===== config.mk =====
export PLATFORM = sky130hd
export DESIGN_NAME = serial_adder
export DESIGN_NICKNAME = d
export VERILOG_FILES = /design/src/rtl/serial_adder_pkg.sv /design/src/rtl/half_adder_cell.sv /design/src/rtl/serial_adder_fa.sv /design/src/rtl/serial_adder.sv
export SDC_FILE = /design/constraint.sdc
export NUM_CORES = 1
export LEC_CHECK = 0
export ABC_AREA = 1
export ABC_CLOCK_PERIOD_IN_PS = 1150
export CORE_MARGIN = 2
export CORE_UTILIZATION = 58
export CTS_BUF_LIST = sky130_fd_sc_hd__clkbuf_8
export CTS_CLUSTER_DIAMETER = 150
export CTS_CLUSTER_SIZE = 8
export DETAILED_ROUTE_END_ITERATION = 10
export DONT_BUFFER_PORTS = 1
export GPL_TIMING_DRIVEN = 0
export HOLD_SLACK_MARGIN = 0.03
export PLACE_DENSITY = 0.76
export SLEW_MARGIN = 15
export SYNTH_ARGS = -nofsm -noshare
export SYNTH_HDL_FRONTEND = slang
export SYNTH_SLANG_ARGS = --single-unit

===== constraint.sdc =====
create_clock -name clk -period 1.15 [get_ports clk]
set_clock_uncertainty 0.1 [all_clocks]
set_input_delay 0.23 -clock clk [delete_from_list [all_inputs] [get_ports clk]]
set_output_delay 0.23 -clock clk [all_outputs]
set_load 0.02 [all_outputs]

===== src/rtl/serial_adder_pkg.sv =====
// Shared types and constants for the bit-serial adder.
package serial_adder_pkg;

    typedef enum logic [1:0] {
        IDLE = 2'd0,
        RUN  = 2'd1,
        DONE = 2'd2
    } sa_state_t;

    localparam int SA_MAX_WIDTH = 32;

endpackage


===== src/rtl/half_adder_cell.sv =====
// Half-adder cell: one-bit sum and carry of two inputs.
module half_adder_cell (
    input  logic x,
    input  logic y,
    output logic s,
    output logic c
);

    assign s = x ^ y;
    assign c = x & y;

endmodule


===== src/rtl/serial_adder_fa.sv =====
// Full-adder cell made from two half-adder cells and an OR gate on the carries.
module full_adder_cell (
    input  logic x,
    input  logic y,
    input  logic ci,
    output logic z,
    output logic co
);

    logic s1, c1, c2;

    half_adder_cell ha0 (
        .x (x),
        .y (y),
        .s (s1),
        .c (c1)
    );

    half_adder_cell ha1 (
        .x (s1),
        .y (ci),
        .s (z),
        .c (c2)
    );

    assign co = c1 | c2;

endmodule


===== src/rtl/serial_adder.sv =====
// Bit-serial LSB-first adder with valid/ready handshakes on both sides.
// Define SERIAL_ADDER_SUB_EN to add a 'sub' input for a - b.
module serial_adder
    import serial_adder_pkg::*;
#(
    parameter int WIDTH = 8
) (
    input  logic             clk,
    input  logic             rst_n,
    input  logic             in_valid,
    output logic             in_ready,
`ifdef SERIAL_ADDER_SUB_EN
    input  logic             sub,
`endif
    input  logic [WIDTH-1:0] a,
    input  logic [WIDTH-1:0] b,
    output logic             out_valid,
    input  logic             out_ready,
    output logic [WIDTH-1:0] sum,
    output logic             cout,
    output logic             busy
);

    localparam int CW = $clog2(WIDTH);
    localparam logic [CW-1:0] LAST = CW'(WIDTH - 1);

    sa_state_t        state, next_state;
    logic [WIDTH-1:0] sa, sb;
    logic [CW-1:0]    cnt;
    logic             carry;
    logic             fa_z, fa_co;
    logic             accept;

    assign in_ready  = (state == IDLE);
    assign out_valid = (state == DONE);
    assign busy      = (state == RUN);
    assign accept    = in_valid && in_ready;

    full_adder_cell fa (
        .x  (sa[0]),
        .y  (sb[0]),
        .ci (carry),
        .z  (fa_z),
        .co (fa_co)
    );

    always_ff @(posedge clk or negedge rst_n) begin
        if (!rst_n) begin
            state <= IDLE;
        end else begin
            state <= next_state;
        end
    end

    always_comb begin
        next_state = state;
        case (state)
            IDLE:    if (accept) next_state = RUN;
            RUN:     if (cnt == LAST) next_state = DONE;
            DONE:    if (out_ready) next_state = IDLE;
            default: next_state = IDLE;
        endcase
    end

    // Subtraction is a + ~b + 1, so the inversion and the +1 carry-in happen at load.
    always_ff @(posedge clk or negedge rst_n) begin
        if (!rst_n) begin
            sa    <= '0;
            sb    <= '0;
            cnt   <= '0;
            carry <= 1'b0;
            sum   <= '0;
            cout  <= 1'b0;
        end else begin
            case (state)
                IDLE: begin
                    if (accept) begin
                        sa  <= a;
                        cnt <= '0;
`ifdef SERIAL_ADDER_SUB_EN
                        sb    <= sub ? ~b : b;
                        carry <= sub;
`else
                        sb    <= b;
                        carry <= 1'b0;
`endif
                    end
                end
                RUN: begin
                    carry <= fa_co;
                    sum   <= {fa_z, sum[WIDTH-1:1]};
                    sa    <= sa >> 1;
                    sb    <= sb >> 1;
                    cnt   <= cnt + 1'b1;
                    if (cnt == LAST) begin
                        cout <= fa_co;
                    end
                end
                default: ;
            endcase
        end
    end

endmodule

==> results of run 1 <==
-- what timing repair did --
action	in CTS	in global routing
buffers inserted	11	1
hold endpoints to repair	34	0
gates cloned	3	1
gates resized for setup	45	9
hold buffers	6	0
pin swaps	6	4
endpoints found under the setup margin	33	35
-- layout make-up --
class	count	area, µm²	share of cell area (%)
Tap cell	30	37.54	1.873
Clock inverter	3	12.51	0.6242
Timing Repair Buffer	21	239.0	11.92
Inverter	36	147.6	7.366
Buffer	7	83.83	4.182
Clock buffer	5	68.82	3.433
Sequential cell	31	778.2	38.83
Multi-Input combinational cell	117	636.9	31.77
-- per-layer routing --
metal  track usage, %  routed length, µm
met1            31.68               1538
met5                0                  0
met3            10.11                235
met4            12.08                139
met2            50.40               2006
-- metrics by stage --
| stage | worst slack (ps) | setup TNS, ps | hold slack [ps] | utilization (%) |
|---|---|---|---|---|
| after floorplan | -26.86 | -207.4 | -165.6 | - |
| after global placement | -146.4 | -2406 | -164.8 | 62.90 |
| after detailed placement | -174.1 | -3016 | -165.0 | 62.90 |
| after CTS | -231.5 | -4400 | 72.83 | 79.61 |
| after global routing | -276.5 | -7075 | 97.97 | 81.65 |
| final | -227.2 | -5484 | 75.93 | 81.65 |
-- where the power goes --
group	total (mW)	switching, mW	internal, mW
combinational	2.94	1.58	1.36
sequential	2.13	0.535	1.59
clock	0.796	0.390	0.406
total	5.87	2.51	3.36
-- worst min-delay path: stages --
cell	delay (ps)
inv_1	20
nand2_1	50
nand3_1	60
nand2_1	50
-- cells by family (layout without fill, tap and decap cells) --
| kind of cell | count (synthesis) | count (layout) |
|---|---|---|
| adders and majority gates | 3 | 3 |
| AOI/OAI and AO/OA | 12 | 12 |
| buffers and inverters | 43 | 72 |
| DFF | 31 | 31 |
| and+or+nand+nor | 102 | 102 |
-- state kept, by name, summed over array words and instances, names as in the netlist --
signal  cells
sa          8
carry       1
state       2
cout        1
sum         8
sb          8
cnt         3
-- cells in the mapped netlist --
cell	instances	area [µm²]
ha_1	2	25.02
nor2_2	1	6.260
fa_1	1	20.02
dfrtp_1	31	775.7
nand2_1	79	296.5
inv_1	34	127.6
clkbuf_1	1	3.750
inv_2	1	3.750
buf_6	1	11.26
buf_2	2	10.01
inv_4	1	6.260
a21oi_1	2	10.01
o22ai_1	1	6.260
nor2_1	3	11.26
o21ai_0	9	45.04
nand3_1	17	85.08
nand2_4	2	22.52
buf_4	3	22.52
-- worst paths after layout --
path | start | to | slack, ps
worst min-delay path | b[6] | sb[6] | 80
max in group asynchronous | rst_n | state[0] | 480
worst min register to register | sa[3] | sa[3] | 370
worst max-delay path | state[1] | busy | -230
min in group asynchronous | rst_n | sum[1] | 290
worst max register to register | state[0] | cnt[0] | -210
-- layout by cell type, fill, tap and decap left out, drive strengths merged, types with 2 or more instances in the layout --
| cell type | instances |
|---|---|
| a21oi | 2 |
| o21ai | 9 |
| inv | 38 |
| nor2 | 4 |
| dfrtp | 31 |
| buf | 21 |
| dlygate4sd3 | 5 |
| clkbuf | 7 |
| nand2 | 81 |
| nand3 | 17 |
| ha | 2 |
==> impl_metrics.csv, run 1 <==
group,metric,value,unit
run_status,status,"finished with violations",
run_status,violations,"setup timing",
grt,grt_pass1_vias,1275,
grt,grt_max_degree,32,
sta,finalHoldViolCount,0,
logic_synthesis,syn_inst,191,
sta,setup_viol_count_final,34,
setup_path,path_buf_inv,1,
routing,wire_per_inst,15.68,µm
die,coreArea,2455,µm²
logic_synthesis,synth_xor_area_share,0,%
finish,fill_cells,158,
sta,rsz0062_at_grt,"yes",
die,ios,32,
run,cap_violations,0,
place,dp_hpwl,2.098,mm
sta,slew_violations,0,
sta,maxSlewHeadroom,80.66,%
clock_network,cts_buffer_depth,2,
sta,min_period,1377,ps
logic_synthesis,synth_area,1489,µm²
logic_synthesis,synth_fa_ha_area_share,3.025,%
setup_path,worst_path_largest_cell_delay,470,ps
setup_path,r2r_cells,8,
die,die_w,54.67,µm
die,initial_utilization,60.65,%
logic_synthesis,avgSynthCellArea,7.795,µm²
logic_synthesis,yosysWarningCount,0,
logic_synthesis,synth-seq-cells,31,
routing,num_vias,1314,
routing,detail_route.vias_per_cell,5.256,
logic_synthesis,syn-num-nets,214,
clock_network,worstSkewPairLatency,280,ps
place,gp_congestion,0.7143,
finish,final_nets,242,
setup_path,crit_fanout,5,
grt,antenna_found_initial,0,
logic_synthesis,synth_top_family_by_area,"simple AND/OR/NAND/NOR gates",
grt,grt_overflow_total,0,
worst_hold_path,hold_path_depth,4,
setup_path,worstPathRequired,820,ps
place,port_buffers,0,
finish,areaGrowthSynthToFinish,34.62,%
place,dp.cells,221,
die,die_y,54.67,µm
setup_path,crit_type,"reg2out",
finish,final_cells,250,
setup_path,arrival,1050,ps
routing,postRouteAntennaNets,0,
power_and_ir_drop,vdd_drop_max,2258,µV
setup_path,critical_path.slowest_cell,"dfrtp_2",
logic_synthesis,synth-compound-area-share,4.118,%
logic_synthesis,yosys.area_share.simple,28.32,%
routing,drt_iter0_drc,29,
setup_path,critical_path.cell_chain,"nor2_4 > buf_8",
power_and_ir_drop,powerDensity,2926,nW/µm²
clock_network,htreeDepth,2,
finish,design_area,2004,µm²
finish,n_antenna_cell,0,
clock_network,cts.clk_slew.worst_paths,60,ps
power_and_ir_drop,total_power,5.866,mW
finish,drive_gt1_share,24.55,%
logic_synthesis,ys_seq_area_share,52.10,%
routing,wl,3.919,mm
sta,worst_slack,-227.2,ps
setup_path,cp.depth,2,
clock_network,tritoncts,"built",
setup_path,critPathTopFamily,"flip-flops",
grt,grt_usage,28.96,%
clock_network,clockRootBuffer,"clkbuf_8",
sta,fin_crit_sh,119.8,%
grt,grt_pass1_wl,5.816,mm
logic_synthesis,synth_cell_types,18,
logic_synthesis,synthMuxAreaShare,0,%
die,die_area,2988,µm²
sta,tightest_slew,290.0,ps
routing,firstDrtPassIters,4,
clock_network,cts_num_sinks,31,
clock_network,cts_made_buffers,5,
place,placed_cell_area,1544,µm²
power_and_ir_drop,leakagePower,1.087,nW
die,rows,18,
routing,drc,0,
setup_path,endpoint_kind,"output pin",
setup_path,start_kind,"flip-flop",
sta,fmax,726.1,MHz
worst_hold_path,hold_class,"in2reg",
No activity file was read; power rests on OpenSTA's default activity.
==> inputs of run 2 (changes only) <==
--- a/config.mk
+++ b/config.mk
@@ -14,6 +14,7 @@
 export CTS_CLUSTER_SIZE = 8
 export DETAILED_ROUTE_END_ITERATION = 10
 export DONT_BUFFER_PORTS = 1
+export GPL_ROUTABILITY_DRIVEN = 0
 export GPL_TIMING_DRIVEN = 0
 export HOLD_SLACK_MARGIN = 0.03
 export PLACE_DENSITY = 0.76
==> constraint.sdc (replaced) <==
create_clock -name clk -period 1.15 [get_ports clk]
set_clock_uncertainty 0.1 [all_clocks]
set_input_delay 0.345 -clock clk [delete_from_list [all_inputs] [get_ports clk]]
set_output_delay 0.345 -clock clk [all_outputs]
set_load 0.02 [all_outputs]
==> run 2 against run 1 <==
Compared with the run above: the flow finishes with violations (hold timing, setup timing); first-iteration DRC count increased by 69%; non-clock buffer count increased by 5; clock power increased by 42%; cell area increased by 13%; cell count increased by 2.0%; via count increased by 11%; die area unchanged; largest power group unchanged.
==> impl_metrics.csv, run 2 (synthesized netlist as in run 1, its figures left out) <==
group,metric,value,unit
run_status,status,"finished with violations",
run_status,violations,"hold timing, setup timing",
sta,finalHoldViolCount,31,
setup_path,start_kind,"flip-flop",
routing,num_vias,1465,
clock_network,cts_buffer_depth,2,
sta,rsz0062_at_grt,"yes",
run,cap_violations,0,
setup_path,arrival,1630,ps
finish,largestRegisters,"sa (8), sb (8), sum (8)",
finish,final_common_cell,"nand2_1",
sta,tightest_slew,248.3,ps
finish,final_util,92.66,%
clock_network,cts_num_sinks,31,
sta,maxSlewHeadroom,83.45,%
sta,timing.hold.ws,-361.8,ps
finish,final_cells,255,
finish,design_area,2275,µm²
die,rows,18,
clock_network,cts_made_buffers,5,
setup_path,critPathLaunch,"state[0]",
power_and_ir_drop,powerDensity,3176,nW/µm²
setup_path,worstPathRequired,1230,ps
grt,grt_usage,28.03,%
sta,worst_slack,-404.5,ps
grt,grt_pass1_wl,5.602,mm
grt,grt_pass1_vias,1192,
setup_path,endpoint_kind,"flip-flop",
sta,slew_violations,0,
setup_path,rr_startpoint,"state[0]",
setup_path,critical_path.cell_chain,"buf_6 > buf_4 > buf_6 > nand2_8 > nand2_8 > inv_8 > buf_12 > buf_16 > nand2_1 > nand2_1",
finish,areaGrowthSynthToFinish,52.77,%
place,placed_cell_area,1564,µm²
routing,drc,0,
sta,fin_setup_tns,-11270,ps
sta,fin_crit_sh,135.2,%
clock_network,tritoncts,"built",
routing,detail_route.vias_per_cell,5.745,
power_and_ir_drop,vdd_drop_max,2656,µV
grt,antenna_found_initial,0,
clock_network,htreeDepth,2,
place,port_buffers,0,
finish,final_cell_mix,"nand2_1 (59), inv_1 (33), dfrtp_1 (21)",
die,ios,32,
sta,fmax,643.3,MHz
die,die_area,2988,µm²
die,initial_utilization,60.65,%
grt,grt_overflow_total,0,
setup_path,crit_type,"reg2reg",
sta,setup_viol_count_final,43,
place,dp_hpwl,2.033,mm
setup_path,worst_path_largest_cell_delay,350,ps
die,die_y,54.67,µm
routing,postRouteAntennaNets,0,
routing,drt_iter0_drc,49,
clock_network,clockRootBuffer,"clkbuf_8",
finish,fill_cells,84,
sta,min_period,1555,ps
routing,wl,5.302,mm
routing,wire_per_inst,20.79,µm
power_and_ir_drop,leakagePower,1.234,nW
die,die_w,54.67,µm
clock_network,cts.clk_slew.worst_paths,70,ps
routing,firstDrtPassIters,4,
worst_hold_path,hold_class,"in2async",
setup_path,crit_fanout,6,
place,dp.cells,221,
die,coreArea,2455,µm²
finish,n_antenna_cell,0,
setup_path,r2r_cells,10,
power_and_ir_drop,total_power,7.225,mW
grt,grt_max_degree,32,
clock_network,worstSkewPairLatency,290,ps
finish,final_nets,247,
setup_path,critical_path.slowest_cell,"dfrtp_1",
place,post-place-ws,-206.0,ps
finish,drive_gt1_share,44.89,%
## run 2: cell types whose count changed in the layout (fill, tap and decap cells not counted), sizes merged
cell	delta
buf	+9
bufbuf	+1
bufinv	+1
clkbuf	+1
dlygate4sd3	-5
inv	-2
## run 2: worst paths after layout
check                                 to  slack, ps
worst max register to register     sa[6]       -400
max in group asynchronous       state[1]       1230
min in group clk                state[1]         40
worst max-delay path               sa[6]       -400
worst min-delay path              sum[1]       -360
worst min register to register    cnt[0]        400
## run 2: layout make-up
type	instances	area, µm²	share of cell area [%]
Buffer	7	87.58	3.850
Clock buffer	6	82.58	3.630
Clock inverter	2	35.03	1.540
Inverter	36	147.6	6.491
Multi-Input combinational cell	117	752.0	33.06
Sequential cell	31	788.3	34.65
Tap cell	30	37.54	1.650
Timing Repair Buffer	26	344.1	15.13
## run 2: timing repair
item                                    CTS  global route
pin swaps                                 5            13
endpoints found under the setup margin   43            43
gates resized for setup                  32            58
cloned                                    4             1
setup buffers                            12             9
endpoints found under the hold margin    31            31
## run 2: layer usage
metal	GRT usage [%]	vias up	share of wire, %	wire [µm]
li1	-	638	-	-
met1	31.11	706	36	1910
met2	48.21	101	52	2760
met3	10.66	20	9.1	480
met4	10.42	0	2.8	150
met5	0	-	0	0
## run 2: where the power goes
part | switching (mW) | total, mW | internal, mW
Sequential | 0.603 | 2.22 | 1.62
Clock | 0.432 | 1.13 | 0.701
Combinational | 2.02 | 3.87 | 1.85
## run 2: critical path, delay by kind of cell, from the launching register on
kind	cells	cell delay (ps)
flops	1	350
buf+inv	6	670
simple gates	4	310
